## config.mk

```make
export PLATFORM = sky130hd
export DESIGN_NAME = multi_fifo_scoreboard
export DESIGN_NICKNAME = d
export VERILOG_FILES = /design/src/rtl/multi_fifo_scoreboard.sv
export SDC_FILE = /design/constraint.sdc
export NUM_CORES = 1
export LEC_CHECK = 0
export BUFFER_PORTS_ARGS = -buffer_cell sky130_fd_sc_hd__buf_2
export CAP_MARGIN = 20
export CELL_PAD_IN_SITES_DETAIL_PLACEMENT = 2
export CELL_PAD_IN_SITES_GLOBAL_PLACEMENT = 2
export CORE_MARGIN = 2
export CORE_UTILIZATION = 29
export DETAILED_ROUTE_END_ITERATION = 8
export HOLD_SLACK_MARGIN = 0.03
export PLACE_DENSITY = 0.84
export SYNTH_ARGS = -nofsm -noshare
export SYNTH_HDL_FRONTEND = slang
export SYNTH_SLANG_ARGS = --single-unit
```

## constraint.sdc

```tcl
create_clock -name clk -period 3.4 [get_ports clk]
set_input_delay 0.17 -clock clk [delete_from_list [all_inputs] [get_ports clk]]
set_output_delay 0.17 -clock clk [all_outputs]
set_load 0.01 [all_outputs]
```

## src/rtl/multi_fifo_scoreboard.sv

```systemverilog
// Per-channel magic-packet scoreboard that snoops a shared linked-list multi-FIFO.
// Optional environment checker enabled by defining SB_ENV_CHECK_EN.
module multi_fifo_scoreboard #(
  parameter int WIDTH     = 4,
  parameter int DEPTH     = 2,
  parameter int NUM_FIFOS = 1,
  parameter int SEL_WIDTH = (NUM_FIFOS > 1) ? $clog2(NUM_FIFOS) : 1,
  parameter int CNT_WIDTH = $clog2(DEPTH) + 1
) (
  input  logic                 clk,
  input  logic                 rst,
  input  logic                 push,
  input  logic                 pop,
  input  logic [SEL_WIDTH-1:0] push_sel,
  input  logic [SEL_WIDTH-1:0] pop_sel,
  input  logic [WIDTH-1:0]     data_in,
  input  logic [WIDTH-1:0]     data_out,
  input  logic                 full,
  input  logic [NUM_FIFOS-1:0] empty,
  input  logic                 start,
  output logic                 data_out_vld,
  output logic                 prop_signal,
  output logic [NUM_FIFOS-1:0] done,
  output logic [NUM_FIFOS-1:0] err,
  output logic                 env_err
);

  typedef enum logic [1:0] {IDLE = 2'd0, TRACK = 2'd1, DONE = 2'd2} state_t;

  logic [NUM_FIFOS-1:0]           push_c;
  logic [NUM_FIFOS-1:0]           pop_c;
  logic [NUM_FIFOS-1:0]           vld_c;
  logic [NUM_FIFOS-1:0]           mis_c;
  logic [NUM_FIFOS-1:0]           cnt_zero;
  logic [NUM_FIFOS*CNT_WIDTH-1:0] counts;

  genvar gi;
  generate
    for (gi = 0; gi < NUM_FIFOS; gi++) begin : g_ch
      localparam logic [SEL_WIDTH-1:0] CH = SEL_WIDTH'(gi);

      state_t               state_q, state_d;
      logic [CNT_WIDTH-1:0] count_q, count_d;
      logic [CNT_WIDTH-1:0] ahead_q, ahead_d;
      logic [WIDTH-1:0]     magic_q, magic_d;
      logic                 err_q, err_d;

      assign push_c[gi] = push && (push_sel == CH);
      assign pop_c[gi]  = pop && (pop_sel == CH);
      assign vld_c[gi]  = pop_c[gi] && (state_q == TRACK) && (ahead_q == '0);
      assign mis_c[gi]  = vld_c[gi] && (data_out != magic_q);

      always_comb begin
        state_d = state_q;
        ahead_d = ahead_q;
        magic_d = magic_q;
        err_d   = err_q | mis_c[gi];
        count_d = count_q + CNT_WIDTH'(push_c[gi]) - CNT_WIDTH'(pop_c[gi]);
        case (state_q)
          IDLE: begin
            if (start && push_c[gi]) begin
              state_d = TRACK;
              magic_d = data_in;
              // Entries still in front once this cycle's pop has left.
              ahead_d = count_q - CNT_WIDTH'(pop_c[gi]);
            end
          end
          TRACK: begin
            if (pop_c[gi]) begin
              if (ahead_q == '0) state_d = DONE;
              else               ahead_d = ahead_q - 1'b1;
            end
          end
          default: ;
        endcase
      end

      always_ff @(posedge clk) begin
        if (rst) begin
          state_q <= IDLE;
          count_q <= '0;
          ahead_q <= '0;
          err_q   <= 1'b0;
        end else begin
          state_q <= state_d;
          count_q <= count_d;
          ahead_q <= ahead_d;
          err_q   <= err_d;
        end
      end

      // Magic value is only meaningful in TRACK, so it carries no reset.
      always_ff @(posedge clk) magic_q <= magic_d;

      assign done[gi]                           = (state_q == DONE);
      assign err[gi]                            = err_q;
      assign cnt_zero[gi]                       = (count_q == '0);
      assign counts[gi*CNT_WIDTH +: CNT_WIDTH]  = count_q;
    end
  endgenerate

  // At most one channel pops per cycle, so at most one mismatch bit is live.
  assign data_out_vld = |vld_c;
  assign prop_signal  = ~(|mis_c);

`ifdef SB_ENV_CHECK_EN
  logic [31:0] cnt_sum;
  logic        env_viol;
  logic        env_err_q, env_err_d;

  always_comb begin
    cnt_sum = '0;
    for (int c = 0; c < NUM_FIFOS; c++) begin
      cnt_sum = cnt_sum + 32'(counts[c*CNT_WIDTH +: CNT_WIDTH]);
    end
    env_viol  = (push && full) ||
                (|(pop_c & empty)) ||
                (push && !(|push_c)) ||
                (pop && !(|pop_c)) ||
                (cnt_sum > 32'(DEPTH)) ||
                (|(empty ^ cnt_zero));
    env_err_d = env_err_q | env_viol;
  end

  always_ff @(posedge clk) begin
    if (rst) env_err_q <= 1'b0;
    else     env_err_q <= env_err_d;
  end

  assign env_err = env_err_q;
`else
  logic unused_env;
  assign unused_env = ^{full, empty, counts, cnt_zero};
  assign env_err    = 1'b0;
`endif

endmodule

```

## Word level (Yosys, flattened, before mapping)

Index checks and enable logic that the tools add are counted.

| word-level totals | value |
|---|---|
| register bits after elaboration | 11 |
| bits in latches | 0 |
| bits in writable memories | 0 |
| ROM bits | 0 |
| bits of input ports | 17 |
| output and inout bits | 5 |
| logic and storage cells | 40 |
| memories | 0 |

| operators by class | value |
|---|---|
| add/sub/neg operators | 4 |
| $mul | 0 |
| div/mod/pow operators | 0 |
| $lt $le $gt $ge | 0 |
| equality and inequality tests | 7 |
| shift operators | 0 |
| multiplexer cells | 8 |
| bitwise gates (word level) | 4 |
| reduce and logical (&&, ||, !) cells | 12 |

Operator list:

| kind | number |
|---|---|
| 2-bit two-way mux | 6 |
| 2-bit case mux with 2 select lines | 2 |
| 4-bit AND reduction | 2 |
| 1-bit logical AND | 6 |
| 2-bit inequality test (second input constant) | 3 |
| 2-bit logical NOT | 2 |
| 4-bit inequality test | 1 |
| 2-bit by 1-bit subtractor with 2-bit output | 2 |
| 1-bit inverter | 3 |
| 2-bit by 1-bit adder with 2-bit output | 1 |
| 2-bit by 1-bit equality test with 1-bit output (second input constant) | 1 |
| 2-bit equality test (second input constant) | 1 |
| 2-bit by 1-bit inequality test with 1-bit output (second input constant) | 1 |
| 2-bit AND reduction | 1 |
| 2-bit nonzero test | 1 |
| 2-bit by 1-bit subtractor with 2-bit output (second input constant) | 1 |
| 1-bit OR | 1 |

## Depth between registers and ports, before layout

| depth | value |
|---|---|
| word-level depth | 6 |
| depth in mapped cells | 6 |
| depth with buffers taken out | 6 |

## Least setup slack after synthesis

No wires, ideal clock.

| path | value |
|---|---|
| path kind | register to register |
| start | reg g_ch[0].magic_q[2] |
| end | reg g_ch[0].err_q (netlist: err) |
| library setup time | 0.144 ns |
| data arrival time | 1.264 ns |
| data required time | 3.256 ns |
| slack | 1.992 ns |
| cell stages (with the launch flop) | 4 |
| buffers on the path | 0 |
| period minus slack after synthesis | 1.408 ns |
| cells stage by stage | edfxtp_1 -> xor2_1 -> o41ai_1 -> a21oi_1 |

| between the ends | value |
|---|---|
| word-level cells in the longest chain between the ends | 3 |

Ends and longest elaborated chain:

| item | line | source |
|---|---|---|
| start: declaration | 45 | `logic [WIDTH-1:0] magic_q, magic_d;` |
| start signal: assignment | 93 | `always_ff @(posedge clk) magic_q <= magic_d;` |
| 4-bit inequality test | 51 | `assign mis_c[gi] = vld_c[gi] && (data_out != magic_q);` |
| 1-bit logical AND | 51 |  |
| 1-bit OR | 57 | `err_d = err_q \| mis_c[gi];` |
| end signal: assignment | 88 | `err_q <= err_d;` |
| end: declaration | 46 | `logic err_q, err_d;` |

No other way between the ends.
A chain may end at the register's enable or synchronous reset.

## Worst setup path after layout

| path | value |
|---|---|
| start | reg g_ch[0].magic_q[2] |
| end | out prop_signal |

| between the ends | value |
|---|---|
| word-level cells in the longest chain between the ends | 3 |

Ends and longest elaborated chain:

| item | line | source |
|---|---|---|
| 4-bit inequality test | 51 |  |
| 1-bit logical AND | 51 |  |
| 1-bit inverter | 104 | `assign prop_signal = ~(\|mis_c);` |
| end: declaration | 22 | `output logic prop_signal,` |

No other way between the ends.

==> results_tabular.tex <==
\begin{tabular}{lr}
\hline
Metric & Value \\
\hline
\multicolumn{2}{l}{\textbf{Synth}} \\
\quad Leading register cell type out of synthesis & dfxtp\_1 \\
\quad Number of instances in the synthesized netlist & 52 \\
\quad Cell types with the largest area share after synthesis & dfxtp\_1 (25\%), edfxtp\_1 (21\%), xor2\_1 (7.7\%) \\
\quad Synthesized netlist net count & slightly above 70 \\
\quad Average instance area after synthesis & between 10 and 15 µm² \\
\quad Number of synthesized flops with an enable pin & 4 \\
\quad Fraction of registers with async set/reset & 0\% \\
\quad Yosys top cell by area & dfxtp\_1 \\
\quad Number of register bits inferred by synthesis & 11 \\
\quad Total of warnings raised by yosys & 0 \\
\quad Proportion of synthesized chip area in sequential cells & a little under half \\
\quad Summed instance area of the synthesized netlist & approximately 570 µm² \\
\quad Fraction of post-synthesis cell area in the top cell type by area & between 20\% and 30\% \\
\quad Distinct cell type count of the synthesized netlist & 25 \\
\multicolumn{2}{l}{\textbf{Critical path}} \\
\quad Depth of the most critical reg-to-reg path & 5 \\
\quad Worst-path fanout max & 2 \\
\quad Worst EP arrival & 1.55 ns \\
\quad Startpoint class of the critical path & flop \\
\quad Slowest cell on the critical path & o41ai\_1 \\
\quad Critical Path Max Stage Delay & approximately 0.50 ns \\
\quad CP cell instances & xor2\_1 -> o41ai\_1 -> buf\_2 \\
\quad Type of the worst setup path & flop to primary output \\
\quad Worst path required time & $\sim$3.2 ns \\
\quad CP Capture Type & primary output \\
\multicolumn{2}{l}{\textbf{Timing}} \\
\quad Tcrit/Tclk final & approximately half \\
\quad Final max-slew violation count & 0 \\
\quad Number of endpoints with negative hold slack in the final report & 0 \\
\quad Tmin final & about 1.7 ns \\
\quad Peak Freq & between 500 and 600 MHz \\
\quad Worst Clk Skew & 0.00221 ns \\
\quad Setup TNS Final & 0 ns \\
\quad Setup-failing EPs final & 0 \\
\quad RSZ-0062 raised after global routing & false \\
\multicolumn{2}{l}{\textbf{Clock network}} \\
\quad Cells resized by post-CTS repair & 0 \\
\quad Level count of the clock H-tree & 1 \\
\quad CTS max path bufs & 2 \\
\quad Buffers inserted during post-CTS setup optimization & 0 \\
\quad Clock Latency Late Sink & 0.27 ns \\
\quad Number of buffers added by the clock tree synthesis step & 3 \\
\quad Post-CTS clock slew at the launch and capture registers of the worst setup and hold paths & 0.07 ns \\
\quad Number of sinks driven by the clock tree & 11 \\
\quad Clock tree from TritonCTS & done \\
\quad Root Buffer & clkbuf\_4 \\
\quad Hold buffer count at CTS & 0 \\
\multicolumn{2}{l}{\textbf{Layout}} \\
\quad Antenna cell count & 0 \\
\quad Area Overhead vs Synth & 24.3\% \\
\quad Commonest non-fill, non-tap cell in the layout & buf\_2 \\
\quad Commonest cells after routing, fill and taps aside & buf\_2 (18), dfxtp\_1 (7), xor2\_1 (5), nor2\_1 (5) \\
\quad Design Area, Final & 709 µm² \\
\quad Final nets & 92 \\
\quad Share of cells above drive strength 1 & between 30\% and 40\% \\
\quad Number of standard cells in the final layout excluding fillers & 99 \\
\multicolumn{2}{l}{\textbf{Placement}} \\
\quad IO Port Bufs & 18 \\
\quad Number of placed instances with taps included & between 90 and 100 \\
\quad Area post-placement & between 600 and 700 µm² \\
\quad Final estimated routing congestion in global placement & around 0.65 \\
\quad Detailed-placement wirelength estimate & 1.04 mm \\
\multicolumn{2}{l}{\textbf{Global route}} \\
\quad Wire length of the first global-routing pass & about 2.1 mm \\
\quad Sum of overflow across all layers after global routing & 0 \\
\quad Largest net degree at the start of global routing & 9 \\
\quad Number of global-route vias before repair & $\sim$470 \\
\quad Antenna violations before repair & 0 \\
\quad Overall global routing resource usage & 12.5\% \\
\multicolumn{2}{l}{\textbf{Floorplanning}} \\
\quad Chip Height & just under 50 µm \\
\quad Number of placement rows & 16 \\
\quad Count of boundary I/O pins & 22 \\
\quad Core region area & around 1900 µm² \\
\quad Die outline width & slightly below 50 µm \\
\quad Area of the die & 2340 µm² \\
\quad Initial standard-cell utilization of the core & between 20 and 30\% \\
\multicolumn{2}{l}{\textbf{Drt}} \\
\quad Number of detailed-routing iterations run before antenna repair & 1 \\
\quad Number of nets with antenna violations after detailed routing & 0 \\
\quad DRC errors left & 0 \\
\quad DR iter-0 viols & 0 \\
\quad Wire per inst & 13.4 µm \\
\quad Post-Route WL & 1.32 mm \\
\quad Total number of vias & $\sim$440 \\
\quad Number of vias per cell & 4.39 \\
\multicolumn{2}{l}{\textbf{Power and ir drop}} \\
\quad Leakage power figure & between 0.2 and 0.3 nW \\
\quad Worst VDD drop & approximately 0.17 mV \\
\quad Power per cell area & 407 nW/µm² \\
\multicolumn{2}{l}{\textbf{Hold path}} \\
\quad Instance count along the most critical hold path & 1 \\
\quad Class of the tightest hold or removal check & input port to flop \\
\multicolumn{2}{l}{\textbf{Status}} \\
\quad Status & finished, final reports clean \\
\multicolumn{2}{l}{\textbf{Run}} \\
\quad \# Max-Cap Violations & 0 \\
\hline
\end{tabular}
## final timing paths
check                                  start                         endpoint  slack (ns)
max             g_ch[0].magic_q[2]$_DFFE_PP_                      prop_signal        1.68
max reg2reg  g_ch[0].ahead_q[0]$_SDFFE_PP0P_  g_ch[0].ahead_q[0]$_SDFFE_PP0P_        1.92
min reg2reg                   err$_SDFF_PP0_                   err$_SDFF_PP0_        0.45
min                               data_in[3]     g_ch[0].magic_q[3]$_DFFE_PP_        0.07
## registers in the layout, indices dropped and copies added, names as in the netlist
name          cells
g_ch.magic_q      4
counts            2
g_ch.ahead_q      2
g_ch.state_q      2
err               1
## where the power goes
group	switching [W]	total [W]	internal, W
logic	0.0000255	0.0000487	0.0000232
clock network	0.0000453	0.0000907	0.0000455
registers	0.00000518	0.000150	0.000144
## layer usage
layer	track usage [%]	wire length [µm]	vias to the layer above	part of all wire (%)
met4	9.52	37	0	2.8
met1	12.7	516	205	39
li1	-	-	216	-
met3	0.926	31	4	2.3
met2	23.6	738	10	56
met5	0	0	-	0
## area by class of cell
type	instances	area [µm²]
clock buffer	4	26.3
fill	221	1190
inverter	4	15.0
multi-input combinational	35	284
sequential	11	260
tap	27	33.8
timing repair buffer	18	90.1
## per-stage QoR
step           total power (W)  setup slack, ns  hold WS, ns  utilization (%)
2_1_floorplan         0.000185             1.99        0.269                -
3_3_place_gp          0.000198             2.01        0.349             35.9
3_5_place_dp          0.000201             1.91        0.350             35.9
4_1_cts               0.000294             1.67       0.0703             37.3
5_1_grt               0.000308             1.55       0.0595             37.3
6_report              0.000289             1.68       0.0725             37.3
## synth_stat cells, types with 2 or more instances
cell,n
nor2_1,5
nor2b_1,3
dfxtp_1,7
ha_1,2
xor2_1,5
and2b_1,2
xnor2_1,2
edfxtp_1,4
inv_1,4
a21oi_1,3
## logic make-up after synthesis
group           synth area share (%)
buf+inv                         4.60
compound gates                  11.6
fa+ha+maj                       4.39
xor+xnor                        10.7
mux                             1.75
simple gates                    20.6
other cells                    0.657
flops                           45.6
## critical path, delay by kind of cell (launching register included)
kind            cells  cell delay, ns
compound gates      1            0.50
xor+xnor            1            0.17
buf+inv             1            0.22
flops               1            0.39
Power figures use the tool's default switching activity.
